**config.mk**
```make
export PLATFORM = sky130hd
export DESIGN_NAME = noc_send_arbiter_flat
export DESIGN_NICKNAME = d
export VERILOG_FILES = /design/src/rtl/noc_send_arbiter_if.sv /design/src/rtl/noc_send_arbiter.sv /design/src/flat_wrapper.sv
export SDC_FILE = /design/constraint.sdc
export NUM_CORES = 1
export LEC_CHECK = 0
export CORE_ASPECT_RATIO = 2
export CORE_MARGIN = 2
export CORE_UTILIZATION = 30
export CTS_CLUSTER_SIZE = 8
export DETAILED_ROUTE_END_ITERATION = 6
export GPL_TIMING_DRIVEN = 0
export PLACE_DENSITY = 0.62
export RECOVER_POWER = 100
export SLEW_MARGIN = 30
export SYNTH_ARGS = -nofsm -noshare
export SYNTH_HDL_FRONTEND = slang
export SYNTH_SLANG_ARGS = --single-unit
```
**constraint.sdc**
```tcl
create_clock -name clk -period 1.9 [get_ports clk]
set_clock_uncertainty 0.15 [all_clocks]
set_input_delay 0.38 -clock clk [delete_from_list [all_inputs] [get_ports clk]]
set_output_delay 0.38 -clock clk [all_outputs]
set_load 0.01 [all_outputs]
```
**src/rtl/noc_send_arbiter_if.sv**
```systemverilog
// Request/send bundle between local requesters and the TDMA send arbiter.
// The master side is the requester group. The slave side is the arbiter.
interface noc_send_arbiter_if #(
    parameter int NUM_REQ = 4
) ();
    logic [NUM_REQ-1:0]    req_valid;
    logic [8*NUM_REQ-1:0]  req_addr;
    logic [32*NUM_REQ-1:0] req_data;
    logic [NUM_REQ-1:0]    req_enable;
    logic [NUM_REQ-1:0]    req_ack;
    logic [NUM_REQ-1:0]    grant;
    logic                  send_valid;
    logic [7:0]            send_addr;
    logic [31:0]           send_data;
    logic                  busy;
    logic [15:0]           pkt_count;

    modport master (
        output req_valid, req_addr, req_data, req_enable,
        input  req_ack, grant, send_valid, send_addr, send_data, busy, pkt_count
    );

    modport slave (
        input  req_valid, req_addr, req_data, req_enable,
        output req_ack, grant, send_valid, send_addr, send_data, busy, pkt_count
    );
endinterface

```
**src/rtl/noc_send_arbiter.sv**
```systemverilog
// Round-robin arbiter that shares the TDMA network send port between local requesters.
// Each packet is held on the port for HOLD_CYCLES cycles, then acknowledged in a one-cycle gap.
module noc_send_arbiter #(
    parameter int NUM_REQ     = 4,
    parameter int HOLD_CYCLES = 8
) (
    input  logic                clk,
    input  logic                reset,
    noc_send_arbiter_if.slave   bus
);
    localparam int                     PTR_W = $clog2(NUM_REQ);
    localparam int unsigned            NREQ  = NUM_REQ;
    localparam logic [PTR_W-1:0]       LAST  = PTR_W'(NUM_REQ - 1);

    typedef enum logic [1:0] {IDLE, SEND, GAP} state_e;

    state_e               state_q, state_d;
    logic [PTR_W-1:0]     rr_ptr_q, rr_ptr_d;
    logic [PTR_W-1:0]     winner_q, winner_d;
    logic [7:0]           hold_cnt_q, hold_cnt_d;
    logic                 send_valid_q, send_valid_d;
    logic [7:0]           send_addr_q, send_addr_d;
    logic [31:0]          send_data_q, send_data_d;
    logic [NUM_REQ-1:0]   grant_q, grant_d;
    logic [NUM_REQ-1:0]   req_ack_q, req_ack_d;
    logic                 busy_q, busy_d;
    logic [15:0]          pkt_count_q, pkt_count_d;

    logic [NUM_REQ-1:0]   eligible;
    logic [PTR_W-1:0]     sel;
    logic [PTR_W-1:0]     idx;
    logic                 found;

    // First eligible requester at or after rr_ptr, wrapping around.
    always_comb begin
        eligible = bus.req_valid & bus.req_enable;
        sel      = '0;
        idx      = '0;
        found    = 1'b0;
        for (int unsigned i = 0; i < NREQ; i++) begin
            idx = PTR_W'((32'(rr_ptr_q) + i) % NREQ);
            if (!found && eligible[idx]) begin
                found = 1'b1;
                sel   = idx;
            end
        end
    end

    always_comb begin
        state_d      = state_q;
        rr_ptr_d     = rr_ptr_q;
        winner_d     = winner_q;
        hold_cnt_d   = hold_cnt_q;
        send_valid_d = send_valid_q;
        send_addr_d  = send_addr_q;
        send_data_d  = send_data_q;
        grant_d      = grant_q;
        req_ack_d    = '0;
        busy_d       = busy_q;
        pkt_count_d  = pkt_count_q;
        case (state_q)
            IDLE: begin
                if (found) begin
                    state_d       = SEND;
                    winner_d      = sel;
                    send_addr_d   = bus.req_addr[8*sel +: 8];
                    send_data_d   = bus.req_data[32*sel +: 32];
                    grant_d       = '0;
                    grant_d[sel]  = 1'b1;
                    send_valid_d  = 1'b1;
                    busy_d        = 1'b1;
                    hold_cnt_d    = 8'(HOLD_CYCLES - 1);
                end
            end
            SEND: begin
                if (hold_cnt_q != 8'd0) begin
                    hold_cnt_d = hold_cnt_q - 8'd1;
                end else begin
                    // Completion effects are registered on entry to GAP so they appear during it.
                    state_d             = GAP;
                    send_valid_d        = 1'b0;
                    grant_d             = '0;
                    req_ack_d[winner_q] = 1'b1;
                    pkt_count_d         = pkt_count_q + 16'd1;
                    rr_ptr_d            = (winner_q == LAST) ? '0 : winner_q + 1'b1;
                end
            end
            GAP: begin
                state_d = IDLE;
                busy_d  = 1'b0;
            end
            default: state_d = IDLE;
        endcase
    end

    always_ff @(posedge clk) begin
        if (reset) begin
            state_q      <= IDLE;
            rr_ptr_q     <= '0;
            winner_q     <= '0;
            hold_cnt_q   <= '0;
            send_valid_q <= 1'b0;
            send_addr_q  <= '0;
            send_data_q  <= '0;
            grant_q      <= '0;
            req_ack_q    <= '0;
            busy_q       <= 1'b0;
            pkt_count_q  <= '0;
        end else begin
            state_q      <= state_d;
            rr_ptr_q     <= rr_ptr_d;
            winner_q     <= winner_d;
            hold_cnt_q   <= hold_cnt_d;
            send_valid_q <= send_valid_d;
            send_addr_q  <= send_addr_d;
            send_data_q  <= send_data_d;
            grant_q      <= grant_d;
            req_ack_q    <= req_ack_d;
            busy_q       <= busy_d;
            pkt_count_q  <= pkt_count_d;
        end
    end

    assign bus.req_ack    = req_ack_q;
    assign bus.grant      = grant_q;
    assign bus.send_valid = send_valid_q;
    assign bus.send_addr  = send_addr_q;
    assign bus.send_data  = send_data_q;
    assign bus.busy       = busy_q;
    assign bus.pkt_count  = pkt_count_q;
endmodule
```
**src/flat_wrapper.sv**
```systemverilog
// flat-port wrapper written by rule: the top's interface ports become plain ports
module noc_send_arbiter_flat 
#(
    parameter int NUM_REQ     = 4,
    parameter int HOLD_CYCLES = 8
)
  (clk, reset, bus_req_valid, bus_req_addr, bus_req_data, bus_req_enable, bus_req_ack, bus_grant, bus_send_valid, bus_send_addr, bus_send_data, bus_busy, bus_pkt_count);
  noc_send_arbiter_if #(.NUM_REQ(NUM_REQ)) bus_i ();
  input  logic clk;
  input  logic reset;
  input wire logic [$bits(bus_i.req_valid)-1:0] bus_req_valid;
  input wire logic [$bits(bus_i.req_addr)-1:0] bus_req_addr;
  input wire logic [$bits(bus_i.req_data)-1:0] bus_req_data;
  input wire logic [$bits(bus_i.req_enable)-1:0] bus_req_enable;
  output wire logic [$bits(bus_i.req_ack)-1:0] bus_req_ack;
  output wire logic [$bits(bus_i.grant)-1:0] bus_grant;
  output wire logic [$bits(bus_i.send_valid)-1:0] bus_send_valid;
  output wire logic [$bits(bus_i.send_addr)-1:0] bus_send_addr;
  output wire logic [$bits(bus_i.send_data)-1:0] bus_send_data;
  output wire logic [$bits(bus_i.busy)-1:0] bus_busy;
  output wire logic [$bits(bus_i.pkt_count)-1:0] bus_pkt_count;
  assign bus_i.req_valid = bus_req_valid;
  assign bus_i.req_addr = bus_req_addr;
  assign bus_i.req_data = bus_req_data;
  assign bus_i.req_enable = bus_req_enable;
  assign bus_req_ack = bus_i.req_ack;
  assign bus_grant = bus_i.grant;
  assign bus_send_valid = bus_i.send_valid;
  assign bus_send_addr = bus_i.send_addr;
  assign bus_send_data = bus_i.send_data;
  assign bus_busy = bus_i.busy;
  assign bus_pkt_count = bus_i.pkt_count;
  noc_send_arbiter #(.NUM_REQ(NUM_REQ), .HOLD_CYCLES(HOLD_CYCLES)) u_core (.clk(clk), .reset(reset), .bus(bus_i));
endmodule
```
==> qor.csv <==
metric,value,unit
highest_layer,met4,
die-area,17700,um2
p_leak,0.00333,uW
wl_met2,11100,um
synth-simple-area-share,0.216,
switching_share,0.325,
clock-sinks,80,
syn_inst,546,
wl_met3,822,um
setup_ws,-152,ps
netlist_area,4970,um2
yosysTopAreaCell,dfxtp_1,
worstPathArrival,2110,ps
core_area,16300,um2
hold_class,reg -> reg,
cp-end-kind,register,
synth-compound-area-share,0.289,
violations,setup timing,
synthArstFlopShare,0,
final-hold-violation-count,0,
cts_made_buffers,9,
fin_util,0.522,
clkSlewWorstSetupHoldPaths,60,ps
crit_chain,buf_6 > nand3b_1 > a32o_2 > nand3_4 > buf_12 > mux2i_2 > o211ai_2,
grt_max_degree,16,
holdPathStages,2,
met1_length,7000,um
root_buffer,clkbuf_16,
cts.htree.levels,3,
place.gp.congestion,0.793,
worst_pin_slew,485,ps
setup_viol,49,
post-dp-hpwl,15300,um
cts_tree,built,
yosysWarnings,0,
synth_edf_count,0,
ys.flop_type,dfxtp_1,
p_int,4190,uW
fin_crit,2050,ps
synthTopCellsByCount,"dfxtp_1, nand2_1, and4_1, mux2i_1",
seq_power_share,0.334,
grt_pass1_vias,5638,
clk_latency,330,ps
io_buffers,235,
overflow,0,
drc_errors,0,
syn_nets,723,
clkPwrFrac,0.288,
antenna_found_initial,0,
critPathSlowestCell,a32o_2,
synth_top_area_frac,0.322,
worst-setup-path-type,reg -> reg,
synth_seq_cells,80,
vias,5397,
grt_pass1_wl,29500,um
ys_types,48,
die_h,186,um
viasPerCell,5.30,
synth_adder_area_share,0.0176,
cts_buffer_depth,2,
worstRegToRegCells,7,
p_sw,2020,uW
slew_violations,0,
placed_area,7570,um2
ir_worst_vdd,0.438,mV
max_freq,487,MHz
initial_utilization,0.305,
finalCritPeriodShare,1.08,
rsz0062_at_grt,true,
area_growth_syn_to_layout,70.9,%
startpoint_type,register,
drt-total-wl,19500,um
drt_first_pass_iters,4,
syn_area_per_cell,9.10,um2
yosys-mux-area-fraction,0.0846,
p_comb_frac,0.378,
final_area,8490,um2
drtIter0Drc,165,
synth_most_common_cell,dfxtp_1,
drt-wirelength-per-cell,19.1,um
synth_top_family_by_area,compound AO/OA/AOI/OAI gates,
synth-seq-area-share,0.322,
rows,66,
ios,236,
cp_slowest_stage_delay,370,ps
p_per_area,732,nW/um2
synth_xor_xnor_area_share,0.0176,
synthTopCellsByArea,"dfxtp_1, o211ai_2, mux2i_1, and4_1, o31a_1",
required,1960,ps
slew_headroom,0.677,
maxCapViolations,0,
insertedDiodeCount,0,
dieWidth,95.0,um
ant_nets,0,
ctsHoldBuffers,0,
status,"complete, but fails checks",
drive_above_1_share,0.221,
nets,987,
crit_fanout,10,
grtUsageTotal,0.218,
layer usage:
layer / global-route usage / vias to the layer above
li1: - / 2637
met3: 0.0421 / 32
met4: 0.0725 / 0
met1: 0.222 / 2565
met2: 0.427 / 163
met5: 0 / -
what timing repair did:
action                                  4_1_cts  5_1_grt
pin swaps                                    22       19
buffers inserted                             13        4
resized for setup                           113       54
gates cloned                                  3        0
endpoints found under the setup margin       68       71
flip-flops by register name (all words and copies together) (netlist names), 2 cells and up:
signal                count
u_core.rr_ptr_q           2
u_core.bus.pkt_count     16
u_core.bus.send_addr      8
u_core.state_q            2
u_core.hold_cnt_q         8
u_core.bus.send_data     32
u_core.bus.req_ack        4
u_core.winner_q           2
u_core.bus.grant          4
area by class of cell:
cell class / instances / area, um2
Clock inverter: 7 / 75.1
Buffer: 50 / 393
Fill cell: 1550 / 7780
Inverter: 7 / 26.3
Clock buffer: 9 / 225
Timing Repair Buffer: 255 / 2490
Multi-Input combinational cell: 407 / 3410
Sequential cell: 80 / 1610
Tap cell: 204 / 255
critical path: cells and delay by family, from the launching register on:
kind / cells / cell delay, ps
AOI/OAI and AO/OA: 2 / 460
buffers and inverters: 2 / 310
muxes: 1 / 290
DFF: 1 / 320
and+or+nand+nor: 2 / 390
power groups by stage:
stage	registers, uW	clock network (uW)	logic (uW)
after global routing	2100	1910	2510
final	2070	1790	2350
after global placement	2100	0	2030
after floorplan	2150	0	1010
after detailed placement	2100	0	2080
after CTS	2080	1820	2320
layout by cell type (no fill, tap or decap), types with 9 or more instances in the layout:
cell type | Yosys | routed
a21oi_1 | 18 | 16
and4_1 | 42 | 41
buf_4 | 0 | 15
clkbuf_1 | 41 | 12
clkbuf_16 | 0 | 9
clkbuf_2 | 1 | 17
clkdlybuf4s50_1 | 0 | 188
dfxtp_1 | 80 | 72
dlygate4sd3_1 | 0 | 37
mux2i_1 | 42 | 22
mux2i_2 | 0 | 14
nand2_1 | 52 | 50
nand3_1 | 13 | 11
nor2_1 | 23 | 22
o211ai_1 | 40 | 40
o211ai_2 | 40 | 40
o21ai_0 | 14 | 13
o31a_1 | 41 | 40
or3_1 | 12 | 9
cell families (layout without fill, tap and decap cells):
| kind of cell | after synthesis | in the layout |
|---|---|---|
| buffers and inverters | 59 | 328 |
| AOI/OAI and AO/OA | 167 | 167 |
| muxes | 42 | 42 |
| xor gates and xnor gates | 10 | 10 |
| and+or+nand+nor | 181 | 181 |
| DFF | 80 | 80 |
| adders and majority gates | 7 | 7 |
path summary, 6_finish.rpt:
path	startpoint	endpoint	slack [ps]
setup / recovery	u_core.rr_ptr_q[1]	u_core.bus.send_data[31]	-150
hold / removal	u_core.bus.send_valid	u_core.bus.send_valid	310
setup reg to reg	u_core.rr_ptr_q[1]	u_core.bus.send_data[31]	-150
hold reg to reg	u_core.bus.send_valid	u_core.bus.send_valid	310
metrics by stage:
stage               hold WS (ps)  cells  setup TNS, ps  worst slack [ps]  power (uW)
floorplan                    291    546              0              48.8        3160
global route                 338   1019          -9990              -227        6530
CTS                          318   1016          -5520              -168        6210
detailed placement           309    985         -53590             -1080        4180
finish                       313   1019          -4820              -152        6210
global placement             298    985         -51930             -1060        4130
Power figures use the tool's default switching activity.
==> RTL edit, RTL diff (same settings) <==
`NUM_REQ` is set to 4 in 3 places; all go to 8.
--- a/src/rtl/noc_send_arbiter_if.sv
+++ b/src/rtl/noc_send_arbiter_if.sv
@@ -1,7 +1,7 @@
 // Request/send bundle between local requesters and the TDMA send arbiter.
 // The master side is the requester group. The slave side is the arbiter.
 interface noc_send_arbiter_if #(
-    parameter int NUM_REQ = 4
+    parameter int NUM_REQ = 8
 ) ();
     logic [NUM_REQ-1:0]    req_valid;
     logic [8*NUM_REQ-1:0]  req_addr;
--- a/src/rtl/noc_send_arbiter.sv
+++ b/src/rtl/noc_send_arbiter.sv
@@ -1,7 +1,7 @@
 // Round-robin arbiter that shares the TDMA network send port between local requesters.
 // Each packet is held on the port for HOLD_CYCLES cycles, then acknowledged in a one-cycle gap.
 module noc_send_arbiter #(
-    parameter int NUM_REQ     = 4,
+    parameter int NUM_REQ     = 8,
     parameter int HOLD_CYCLES = 8
 ) (
     input  logic                clk,
--- a/src/flat_wrapper.sv
+++ b/src/flat_wrapper.sv
@@ -1,7 +1,7 @@
 // flat-port wrapper written by rule: the top's interface ports become plain ports
 module noc_send_arbiter_flat 
 #(
-    parameter int NUM_REQ     = 4,
+    parameter int NUM_REQ     = 8,
     parameter int HOLD_CYCLES = 8
 )
   (clk, reset, bus_req_valid, bus_req_addr, bus_req_data, bus_req_enable, bus_req_ack, bus_grant, bus_send_valid, bus_send_addr, bus_send_data, bus_busy, bus_pkt_count);
Ports: changed (6 resized); port bits go from 236 to 412. No check against the original RTL was run, so the function may have changed too.
==> RTL edit against the unedited design <==
The flow still finishes with violations (negative setup slack). Final area up 76%. Area after synthesis rose by 62%. Sequential cell count rose by 10. Critical path depth up 7. Worst setup slack worse by 1.6 ns. Core utilization grew 3.9 points. Total power grew to 4.3 times the old value. Worst hold slack better by 0.050 ns. Combinational power grew to 9.4 times the old value. Count of clock-buffer cells in the layout stayed put. Via count increased by 79%. Wire length rose by 120%. Critical path type unchanged. Largest cell class unchanged.
==> RTL edit: results (changes against the unedited design) <==
pwr dens: 1800 nW/um2 (+150%)
Buffers, non-clock: 562 (+84%)
largest cells by area after synthesis: dfxtp_1 22%, mux2i_1 10%, mux2_2 9.8%, a21oi_1 7.8%, mux2_4 6.3%
1st-pass router iterations: 6 (+2)
vias in the first global route: 9654 (+71%)
Crit Path Max Fanout: 5 (-5)
status: finished, violations left
Leak: 0.00608 uW (+83%)
Util after Layout: 56.0% (+3.9 points)
max_slew headroom: 60.0% (-7.6 points)
Syn Nets: 1247 (+72%)
WL met2: 21300 um (+92%)
wire per inst: 23.9 um (+25%)
RR Endpoint: u_core.bus.send_data[28]
share of layout cells above drive strength 1: 32.7% (+11 points)
Synth Area in Compound Gates: 23.7% (-5.3 points)
#FFs+latches synth: 90 (+13%)
violated checks: negative setup slack
switching share of power: 44.7% (+12 points)
slowest stage delay, CP: 0.55 ns (+0.18 ns)
post-DP HPWL: 31800 um (+110%)
Gate Count Post-Synth: 902 (+65%)
final setup violation count: 85 (+73%)
post-route setup slack: -1.79 ns (-1.64 ns)
dpl cells: 1661 (+69%)
TNS Setup: -102.39 ns (-97.57 ns)
mux contribution to synthesized area: 32.1% (+24 points)
fraction of area in multi-input gates: 44.7% (+4.5 points)
invs w/o clock: 9 (+2)
multi-input gates: 731 (+80%)
worst skew pair latency: 0.36 ns (+0.03 ns)
WHS: 0.363 ns (+0.0502 ns)
Signal buf overhead: 37.9% (+4.0 points)
total track usage: 27.3% (+5.6 points)
Clock-cell share: 1.93% (-1.6 points)
DR iter-0 viols: 587 (+260%)
Worst Path Arrival: 3.79 ns (+1.68 ns)
Layout Cells excl Fill: 1756 (+72%)
DR WL met3: 3950 um (+380%)
hold_sp: u_core.bus.grant[6]
-- RTL edit: worst max-delay path by stage --
stage | endpoint | startpoint | slack, ns | cells after the start
6_report | u_core.bus.send_data[28] | u_core.rr_ptr_q[1] | -1.79 | 14
5_1_grt | u_core.bus.send_data[4] | u_core.rr_ptr_q[0] | -1.86 | 14
4_1_cts | u_core.bus.send_data[27] | u_core.rr_ptr_q[0] | -1.75 | 15
3_5_place_dp | u_core.bus.send_data[12] | bus_req_valid[3] | -2.65 | 11
3_3_place_gp | u_core.bus.send_data[1] | bus_req_valid[3] | -2.63 | 12
2_1_floorplan | u_core.bus.send_addr[1] | u_core.rr_ptr_q[1] | -1.48 | 13
-- RTL edit: timing repair --
item	CTS	global route
setup endpoints to repair	102	98
pin swaps	27	39
gates resized for setup	128	229
setup buffers	32	45
cloned	2	11
